===== src/rtl/mul32_share_arb_if.sv =====
// Request/response bundle between compute clients and the shared 32x32 multiplier sequencer.
// The master side is the client population; the slave side is the arbiter.
`timescale 1ns/1ps
interface mul32_share_arb_if #(
  parameter int NREQ = 4,
  parameter int ID_W = 2
);
  logic [NREQ-1:0]      req_valid;
  logic [NREQ-1:0]      req_ready;
  logic [32*NREQ-1:0]   req_a;
  logic [32*NREQ-1:0]   req_b;
  logic                 rsp_valid;
  logic                 rsp_ready;
  logic [63:0]          rsp_p;
  logic [ID_W-1:0]      rsp_id;
  logic                 busy;

  modport master (
    output req_valid, req_a, req_b, rsp_ready,
    input  req_ready, rsp_valid, rsp_p, rsp_id, busy
  );

  modport slave (
    input  req_valid, req_a, req_b, rsp_ready,
    output req_ready, rsp_valid, rsp_p, rsp_id, busy
  );
endinterface


===== src/rtl/mul32_share_arb.sv =====
// Round-robin arbiter that time-shares one 32x32 unsigned multiplier among NREQ clients.
// Operands are registered on accept; the product is taken MUL_LAT cycles later (multicycle path).
`timescale 1ns/1ps
module mul32_share_arb #(
  parameter int NREQ    = 4,
  parameter int ID_W    = 2,
  parameter int MUL_LAT = 2
) (
  input  logic              clk,
  input  logic              rst,
  mul32_share_arb_if.slave  bus
);

  localparam int              CNT_W    = (MUL_LAT > 1) ? $clog2(MUL_LAT) : 1;
  localparam logic [CNT_W-1:0] CNT_LOAD = CNT_W'(MUL_LAT - 1);
  localparam logic [ID_W-1:0]  LAST_RST = ID_W'(NREQ - 1);

  typedef enum logic [1:0] {
    S_IDLE = 2'd0,
    S_BUSY = 2'd1,
    S_DONE = 2'd2
  } state_t;

  state_t            r_state;
  state_t            w_state_nxt;
  logic [ID_W-1:0]   r_last_grant;
  logic [ID_W-1:0]   r_id;
  logic [CNT_W-1:0]  r_cnt;
  logic [31:0]       r_op_a;
  logic [31:0]       r_op_b;
  logic              r_rsp_valid;
  logic [63:0]       r_rsp_p;
  logic [ID_W-1:0]   r_rsp_id;

  logic              w_hi_found;
  logic              w_lo_found;
  logic [ID_W-1:0]   w_hi_idx;
  logic [ID_W-1:0]   w_lo_idx;
  logic              w_win_found;
  logic [ID_W-1:0]   w_win_idx;
  logic [31:0]       w_sel_a;
  logic [31:0]       w_sel_b;
  logic              w_accept;
  logic [63:0]       w_product;

  // Round robin: lowest valid index above last_grant wins, else lowest valid index overall.
  // The descending scan lets the final write in each group be the lowest index.
  // NOTE: every always_comb output gets a default first so no path leaves it unassigned (no latch).
  always_comb begin
    w_hi_found = 1'b0;
    w_lo_found = 1'b0;
    w_hi_idx   = '0;
    w_lo_idx   = '0;
    for (int i = NREQ - 1; i >= 0; i--) begin
      if (bus.req_valid[i]) begin
        if (ID_W'(i) > r_last_grant) begin
          w_hi_found = 1'b1;
          w_hi_idx   = ID_W'(i);
        end else begin
          w_lo_found = 1'b1;
          w_lo_idx   = ID_W'(i);
        end
      end
    end
    w_win_found = w_hi_found | w_lo_found;
    w_win_idx   = w_hi_found ? w_hi_idx : w_lo_idx;
  end

  always_comb begin
    w_sel_a = '0;
    w_sel_b = '0;
    for (int i = 0; i < NREQ; i++) begin
      if (w_win_idx == ID_W'(i)) begin
        w_sel_a = bus.req_a[32*i +: 32];
        w_sel_b = bus.req_b[32*i +: 32];
      end
    end
  end

  assign w_accept      = (r_state == S_IDLE) && w_win_found && !rst;
  assign bus.req_ready = w_accept ? (NREQ'(1) << w_win_idx) : '0;

  // Fed only from the operand registers so the multicycle constraint covers the whole path.
  assign w_product = 64'(r_op_a) * 64'(r_op_b);

  always_comb begin
    w_state_nxt = r_state;
    unique case (r_state)
      S_IDLE:  if (w_accept)         w_state_nxt = S_BUSY;
      S_BUSY:  if (r_cnt == '0)      w_state_nxt = S_DONE;
      S_DONE:  if (bus.rsp_ready)    w_state_nxt = S_IDLE;
      default:                       w_state_nxt = S_IDLE;
    endcase
  end

  // NOTE: sequential state uses non-blocking assignments so every register samples pre-edge values.
  always_ff @(posedge clk) begin
    if (rst) r_state <= S_IDLE;
    else     r_state <= w_state_nxt;
  end

  always_ff @(posedge clk) begin
    if (rst) begin
      r_last_grant <= LAST_RST;
      r_id         <= '0;
      r_cnt        <= '0;
      r_op_a       <= '0;
      r_op_b       <= '0;
      r_rsp_valid  <= 1'b0;
      r_rsp_p      <= '0;
      r_rsp_id     <= '0;
    end else begin
      unique case (r_state)
        S_IDLE: begin
          if (w_accept) begin
            r_op_a       <= w_sel_a;
            r_op_b       <= w_sel_b;
            r_id         <= w_win_idx;
            r_last_grant <= w_win_idx;
            r_cnt        <= CNT_LOAD;
          end
        end
        S_BUSY: begin
          if (r_cnt != '0) begin
            r_cnt <= r_cnt - 1'b1;
          end else begin
            r_rsp_p     <= w_product;
            r_rsp_id    <= r_id;
            r_rsp_valid <= 1'b1;
          end
        end
        S_DONE: begin
          if (bus.rsp_ready) r_rsp_valid <= 1'b0;
        end
        default: ;
      endcase
    end
  end

  assign bus.rsp_valid = r_rsp_valid;
  assign bus.rsp_p     = r_rsp_p;
  assign bus.rsp_id    = r_rsp_id;
  assign bus.busy      = (r_state != S_IDLE);

endmodule


===== src/flat_wrapper.sv =====
// flat-port wrapper written by rule: the top's interface ports become plain ports
module mul32_share_arb_flat 
#(
  parameter int NREQ    = 4,
  parameter int ID_W    = 2,
  parameter int MUL_LAT = 2
)
  (clk, rst, bus_req_valid, bus_req_a, bus_req_b, bus_rsp_ready, bus_req_ready, bus_rsp_valid, bus_rsp_p, bus_rsp_id, bus_busy);
  mul32_share_arb_if #(.NREQ(NREQ), .ID_W(ID_W)) bus_i ();
  input  logic clk;
  input  logic rst;
  input wire logic [$bits(bus_i.req_valid)-1:0] bus_req_valid;
  input wire logic [$bits(bus_i.req_a)-1:0] bus_req_a;
  input wire logic [$bits(bus_i.req_b)-1:0] bus_req_b;
  input wire logic [$bits(bus_i.rsp_ready)-1:0] bus_rsp_ready;
  output wire logic [$bits(bus_i.req_ready)-1:0] bus_req_ready;
  output wire logic [$bits(bus_i.rsp_valid)-1:0] bus_rsp_valid;
  output wire logic [$bits(bus_i.rsp_p)-1:0] bus_rsp_p;
  output wire logic [$bits(bus_i.rsp_id)-1:0] bus_rsp_id;
  output wire logic [$bits(bus_i.busy)-1:0] bus_busy;
  assign bus_i.req_valid = bus_req_valid;
  assign bus_i.req_a = bus_req_a;
  assign bus_i.req_b = bus_req_b;
  assign bus_i.rsp_ready = bus_rsp_ready;
  assign bus_req_ready = bus_i.req_ready;
  assign bus_rsp_valid = bus_i.rsp_valid;
  assign bus_rsp_p = bus_i.rsp_p;
  assign bus_rsp_id = bus_i.rsp_id;
  assign bus_busy = bus_i.busy;
  mul32_share_arb #(.NREQ(NREQ), .ID_W(ID_W), .MUL_LAT(MUL_LAT)) u_core (.clk(clk), .rst(rst), .bus(bus_i));
endmodule

===== config.mk =====
export PLATFORM = sky130hd
export DESIGN_NAME = mul32_share_arb_flat
export DESIGN_NICKNAME = d
export VERILOG_FILES = /design/src/rtl/mul32_share_arb_if.sv /design/src/rtl/mul32_share_arb.sv /design/src/flat_wrapper.sv
export SDC_FILE = /design/constraint.sdc
export NUM_CORES = 2
export LEC_CHECK = 0
export ABC_CLOCK_PERIOD_IN_PS = 8600
export BUFFER_PORTS_ARGS = -buffer_cell sky130_fd_sc_hd__buf_2
export CAP_MARGIN = 20
export CORE_ASPECT_RATIO = 1.1
export CORE_MARGIN = 2
export CORE_UTILIZATION = 50
export CTS_BUF_LIST = sky130_fd_sc_hd__clkbuf_2
export DETAILED_ROUTE_END_ITERATION = 12
export GPL_ROUTABILITY_DRIVEN = 1
export PLACE_DENSITY = 0.69
export SLEW_MARGIN = 10
export SYNTH_ARGS = -nofsm -noshare
export SYNTH_HDL_FRONTEND = slang
export SYNTH_SLANG_ARGS = --single-unit

===== constraint.sdc =====
create_clock -name clk -period 8.6 [get_ports clk]
set_input_delay 1.29 -clock clk [delete_from_list [all_inputs] [get_ports clk]]
set_output_delay 1.29 -clock clk [all_outputs]
set_load 0.01 [all_outputs]

==> Word-level counts from Yosys, hierarchy flattened <==
Index checks and enable logic that the tools add are counted.
{ "totals": {"in_bits": 263, "output_inout_bits": 72, "ff_bits": 138} }
{ "op_classes": {"n_bitwise": 2, "mul": 1, "shifts": 1, "eq_ne": 8, "reduce_logical": 13, "addsub": 1, "muxes": 52, "n_lt_le_gt_ge": 4} }
{ "op_table": {"columns": ["cell", "n"], "rows": [
  ["32-bit 2-to-1 mux", 8],
  ["32-bit by 32-bit multiplier with 64-bit output", 1],
  ["2-bit 2-to-1 mux", 20],
  ["1-bit 2-to-1 mux", 20],
  ["2-bit equality test, second input constant", 3],
  ["2-bit one-hot mux with 3 select lines", 1],
  ["2-bit AND reduction", 3],
  ["3-bit AND reduction", 2],
  ["2-bit nonzero test", 3],
  ["2-bit by 1-bit equality test with 1-bit output, second input constant", 2],
  ["1-bit by 2-bit greater-than comparator with 1-bit output, first input constant", 2],
  ["2-bit greater-than comparator, first input constant", 2],
  ["2-bit logical NOT", 2],
  ["4-bit 2-to-1 mux", 1],
  ["2-bit != test, second input constant", 2],
  ["1-bit one-hot mux with 2 select lines", 2],
  ["1-bit by 2-bit left shift with 4-bit output, first input constant", 1],
  ["1-bit logical AND", 2],
  ["2-bit by 1-bit != test with 1-bit output, second input constant", 1],
  ["1-bit logical NOT", 1],
  ["1-bit inverter", 1],
  ["1-bit OR", 1],
  ["1-bit subtractor, second input constant", 1]
]} }

==> Logic depth before layout (Yosys ltp) <==
{ "depth": {"ltp_word": 15, "mapped_depth": 28, "depth_no_buf": 26} }

==> Worst setup path after synthesis <==
OpenSTA, ideal clock, no wires.
{ "synth_path": {"kind": "reg2reg", "from": "reg u_core.r_op_b[9]", "to": "reg u_core.r_rsp_p[61] (netlist: u_core.bus.rsp_p[61])", "setup_time_ns": 0.133, "t_arrival_ns": 7.009, "stages_incl_launch_ff": 25, "synth_period_minus_slack_ns": 7.142, "path_slack_ns": 1.458, "required_ns": 8.467, "n_path_buf": 2, "cell_sequence": "dfxtp_1 -> clkbuf_1 -> and2_1 -> fa_1 -> fa_1 -> inv_1 -> fa_1 -> fa_1 -> inv_1 -> fa_1 -> fa_1 -> fa_1 -> fa_1 -> ha_1 -> buf_2 -> nand4_1 -> or2_1 -> a2bb2oi_1 -> a211o_1 -> a31oi_4 -> a31oi_2 -> o21a_2 -> o41ai_4 -> xnor2_1 -> a21oi_1"} }
{ "synth_between": {"elab_chain_cells": 1} }
{ "synth_lines": {"columns": ["item", "line", "source"], "rows": [
  ["start, declared", "mul32_share_arb.sv:30", "logic [31:0] r_op_b;"],
  ["start signal, assigned", "mul32_share_arb.sv:117", "r_op_b <= w_sel_b;"],
  ["32-bit by 32-bit multiplier with 64-bit output", "mul32_share_arb.sv:84", "assign w_product = 64'(r_op_a) * 64'(r_op_b);"],
  ["end signal, assigned", "mul32_share_arb.sv:127", "r_rsp_p <= w_product;"],
  ["end, declared", "mul32_share_arb.sv:32", "logic [63:0] r_rsp_p;"]
]} }
Every way passes these cells.
A chain may end at the register's enable or synchronous reset.

==> Worst setup path in the final report <==
{ "layout_path": {"from": "reg u_core.r_op_a[13]", "to": "reg u_core.r_rsp_p[49] (netlist: u_core.bus.rsp_p[49])"} }
{ "layout_between": {"elab_chain_cells": 1} }
{ "layout_lines": {"columns": ["item", "line", "source"], "rows": [
  ["start, declared", "mul32_share_arb.sv:29", "logic [31:0] r_op_a;"],
  ["start signal, assigned", "mul32_share_arb.sv:116", "r_op_a <= w_sel_a;"],
  ["32-bit by 32-bit multiplier with 64-bit output", "mul32_share_arb.sv:84", null]
]} }
Every way passes these cells.

==> impl_metrics.py <==
metrics = {
    "outcome": {
        "status": "completed",
    },
    "logic_synthesis": {
        "synth_edf_count": 0,
        "ys_seq_elements": 138,
        "synth_area_leaders": "fa_1 (45%), and2_1 (9.5%), ha_1 (8.2%)",
        "synth_top_family_by_area": "adder cells",
        "async_flop_share_pct": 0,
        "synth_cell_types": 65,
        "syn_inst": 4671,
        "yosysWarnings": 0,
        "synth_largest_area_cell": "fa_1",
        "synthAdderAreaFrac_pct": 52.94,
        "synth_compound_area_share_pct": 7.177,
        "synth.most_common_cell": "fa_1",
        "avgSynthCellArea_um2": 8.585,
        "ys.flop_type": "dfxtp_1",
        "synth_top_area_share_pct": 44.73,
        "yosys.area_share.simple_pct": 20.75,
        "synthMuxAreaShare_pct": 0,
        "synth_xor_area_share_pct": 1.136,
        "synth_seq_area_share_pct": 6.889,
        "syn_area_um2": 40100,
        "yosys-top-cells-count": "fa_1 (896), inv_1 (876), nand2_1 (806)",
        "synth_nets": 6093,
    },
    "worst_setup_path": {
        "crit_top_cell": "fa_1",
        "cp_max_fo": 19,
        "arrival_ps": 9120,
        "critPathLaunch": "u_core.r_op_a[13]",
        "crit_path_start_kind": "register",
        "cp_slowest_cell": "dfxtp_1",
        "slowest_delay_ps": 810,
        "crit_required_ps": 9450,
        "path_cells": "buf_4 > nand2_1 > fa_1 > inv_1 > fa_1 > fa_1 > fa_1 > fa_1 > fa_1 > fa_1 > inv_1 > fa_1 > inv_1 > ha_1 > and3_1 > nand3_1 > nor4_1 > o21ai_2 > a31oi_4 > a31oi_1 > o21ai_0 > xor2_1 > nand2_1 > a21oi_1",
        "crit_type": "register to register",
        "reg2reg_from": "u_core.r_op_a[13]",
        "cp-end-kind": "register",
    },
    "power": {
        "internal_power_mw": 4.158,
        "leakagePower_nw": 22.20,
        "swShare_pct": 59.13,
        "pwr-share-comb_pct": 85.5,
        "p_clk_share_pct": 4.2,
        "p_sw_mw": 6.015,
        "p_seq_share_pct": 10.4,
        "p_per_area_nw_per_um2": 235.8,
        "max-vdd-ir-drop_uv": 295.0,
    },
    "clock_tree": {
        "insertion_delay_ps": 920,
        "root_buffer": "clkbuf_2",
        "clk_pin_slew_worst_paths_ps": 290,
        "numClockSinks": 138,
        "htree_levels": 4,
        "numCtsBuffers": 17,
        "post_cts_buffers": 0,
        "clock_path_buffers": 2,
        "tritoncts": "built",
    },
    "sta": {
        "fmax_mhz": 120.9,
        "fin_crit_ps": 8271,
        "fin_crit_sh_pct": 96.18,
        "rsz0062_at_grt": "no",
        "skew_ps": 87.93,
        "finalSetupViolCount": 0,
        "slew_violations": 0,
        "worst_slack_ps": 328.7,
        "tightestPinTransition_ps": 1113,
        "slew_headroom_pct": 25.32,
        "finalSetupTns_ps": 0,
        "timing.hold.ws_ps": 465.7,
        "finalHoldViolCount": 0,
    },
    "place": {
        "dp_cells": 5853,
        "dp_slack_ps": 286.7,
        "hpwlAfterDp_um": 93990,
        "port_buffers": 334,
        "gp_congestion": 0.9243,
    },
    "flow_run": {
        "maxCapViolCount": 0,
    },
    "die": {
        "chipHeight_um": 301.0,
        "die-area_um2": 82480,
        "rows": 108,
        "coreArea_um2": 79190,
        "io_pins": 335,
        "start_util_pct": 50.64,
        "die_w_um": 274.0,
    },
    "grt": {
        "met1_usage_pct": 40.90,
        "met3_usage_pct": 6.300,
        "use_met2_pct": 46.92,
        "busiest_layer": "met2",
        "grt_overflow_total": 0,
        "grt_pass1_wl_um": 187900,
        "antenna_found_initial": 2,
        "grt_pass1_vias": 33860,
        "grt_max_degree": 72,
        "grt_usage_pct": 29.18,
    },
    "finish": {
        "finalNetCount": 6250,
        "area_delta_synth_final_pct": 7.613,
        "stdcell_count": 5888,
        "fillers": 7342,
        "post_route_cells_drive_above_1_share_pct": 10.43,
    },
    "drt": {
        "drt-vias-per-instance": 5.435,
        "antenna_left": 0,
        "drt_wl_total_um": 114400,
        "drc": 0,
        "drt-initial-drc-count": 2389,
        "vias": 32000,
        "dr.pass1.iters": 5,
        "avgRoutedWirePerCell_um": 19.43,
    },
    "min_path": {
        "hold_path_startpoint": "u_core.bus.rsp_p[7]",
        "hold_path.class": "register to register",
    },
}
==> power groups by stage <==
stage / clock [mW] / combinational [mW] / sequential, mW
after global placement: 0 / 8.49 / 1.06
after CTS: 0.437 / 8.61 / 1.05
after floorplan: 0 / 5.69 / 0.898
final: 0.424 / 8.69 / 1.06
after global routing: 0.456 / 9.58 / 1.07
after detailed placement: 0 / 8.42 / 1.06
==> final timing paths <==
kind	cells after the start	slack [ps]	to
min reg2reg	2	470	u_core.bus.rsp_p[7]
min	2	470	u_core.bus.rsp_p[7]
max	24	330	u_core.bus.rsp_p[49]
max reg2reg	24	330	u_core.bus.rsp_p[49]
==> layout by cell type (no fill, tap or decap), drive strengths merged, types with 4 or more instances in the layout <==
master / synthesis / layout
fa: 896 / 896
inv: 876 / 885
nand2: 806 / 806
and2: 608 / 608
buf: 10 / 447
ha: 263 / 263
a21oi: 176 / 176
dfxtp: 138 / 138
nor2: 119 / 119
and3: 75 / 75
a311oi: 67 / 67
a21o: 47 / 47
o21ai: 39 / 39
xnor2: 37 / 37
nand3: 26 / 26
nand4: 21 / 21
clkbuf: 299 / 17
xor2: 15 / 15
o211ai: 13 / 13
o21a: 11 / 11
nor3: 11 / 11
a31oi: 11 / 11
o21bai: 10 / 10
nor2b: 7 / 7
nor4: 7 / 7
a211oi: 7 / 7
o22ai: 6 / 6
nand2b: 5 / 5
a22o: 5 / 5
o31ai: 5 / 5
o311ai: 5 / 5
a21boi: 5 / 5
a221oi: 4 / 4
a211o: 4 / 4
or4: 4 / 4
or3: 4 / 4
or2: 4 / 4
==> metal layers <==
layer / part of all wire [%] / vias to the layer above
li1: - / 14330
met4: 1.9 / 0
met3: 8.9 / 128
met2: 47 / 1312
met1: 43 / 16240
met5: 0 / -
==> registers in the layout, indices dropped and copies added, names as in the netlist <==
register	count
u_core.r_id	2
u_core.bus.rsp_p	64
u_core.bus.rsp_id	2
u_core.r_op_b	32
u_core.r_state	2
u_core.r_last_grant	2
u_core.bus.rsp_valid	1
u_core.r_cnt	1
u_core.r_op_a	32
==> worst max-delay path: cells and delay by family, from the launching register on <==
family                     cells  cell delay (ps)
DFF                            1              810
and+or+nand+nor                5              960
AOI/OAI and AO/OA              5             1070
adders and majority gates      9             4510
buffers and inverters          4              540
xor gates and xnor gates       1              280
==> per-stage QoR <==
stage	util (%)	power, mW	instance area, um^2
floorplan	-	6.591	40100
global placement	54.15	9.553	42880
detailed placement	54.16	9.483	42890
CTS	54.46	10.09	43120
global route	54.50	11.11	43150
finish	54.50	10.17	43150
==> what timing repair did <==
action,in CTS,in global routing
hold buffers,0,0
setup endpoints to repair,0,7
gates resized for setup,0,7
==> kinds of logic after synthesis <==
group,count (synthesis)
AOI/OAI and AO/OA,433
xor gates and xnor gates,52
adders and majority gates,1159
buffers and inverters,1185
DFF,138
and+or+nand+nor,1704
==> cell type report <==
type                    instances  area (um^2)  share of cell area (%)
multi-input cells            3348        32930                   76.30
inverters                     876         3288                   7.620
flip-flops and latches        138         2774                   6.428
repair buffers                447         2615                   6.060
well taps                    1045         1308                   3.030
clock inverters                15        151.4                  0.3508
clock buffers                  17        85.08                  0.1972
diodes                          2        5.005                 0.01160
Note: power is estimated with default switching activity, not from simulation.
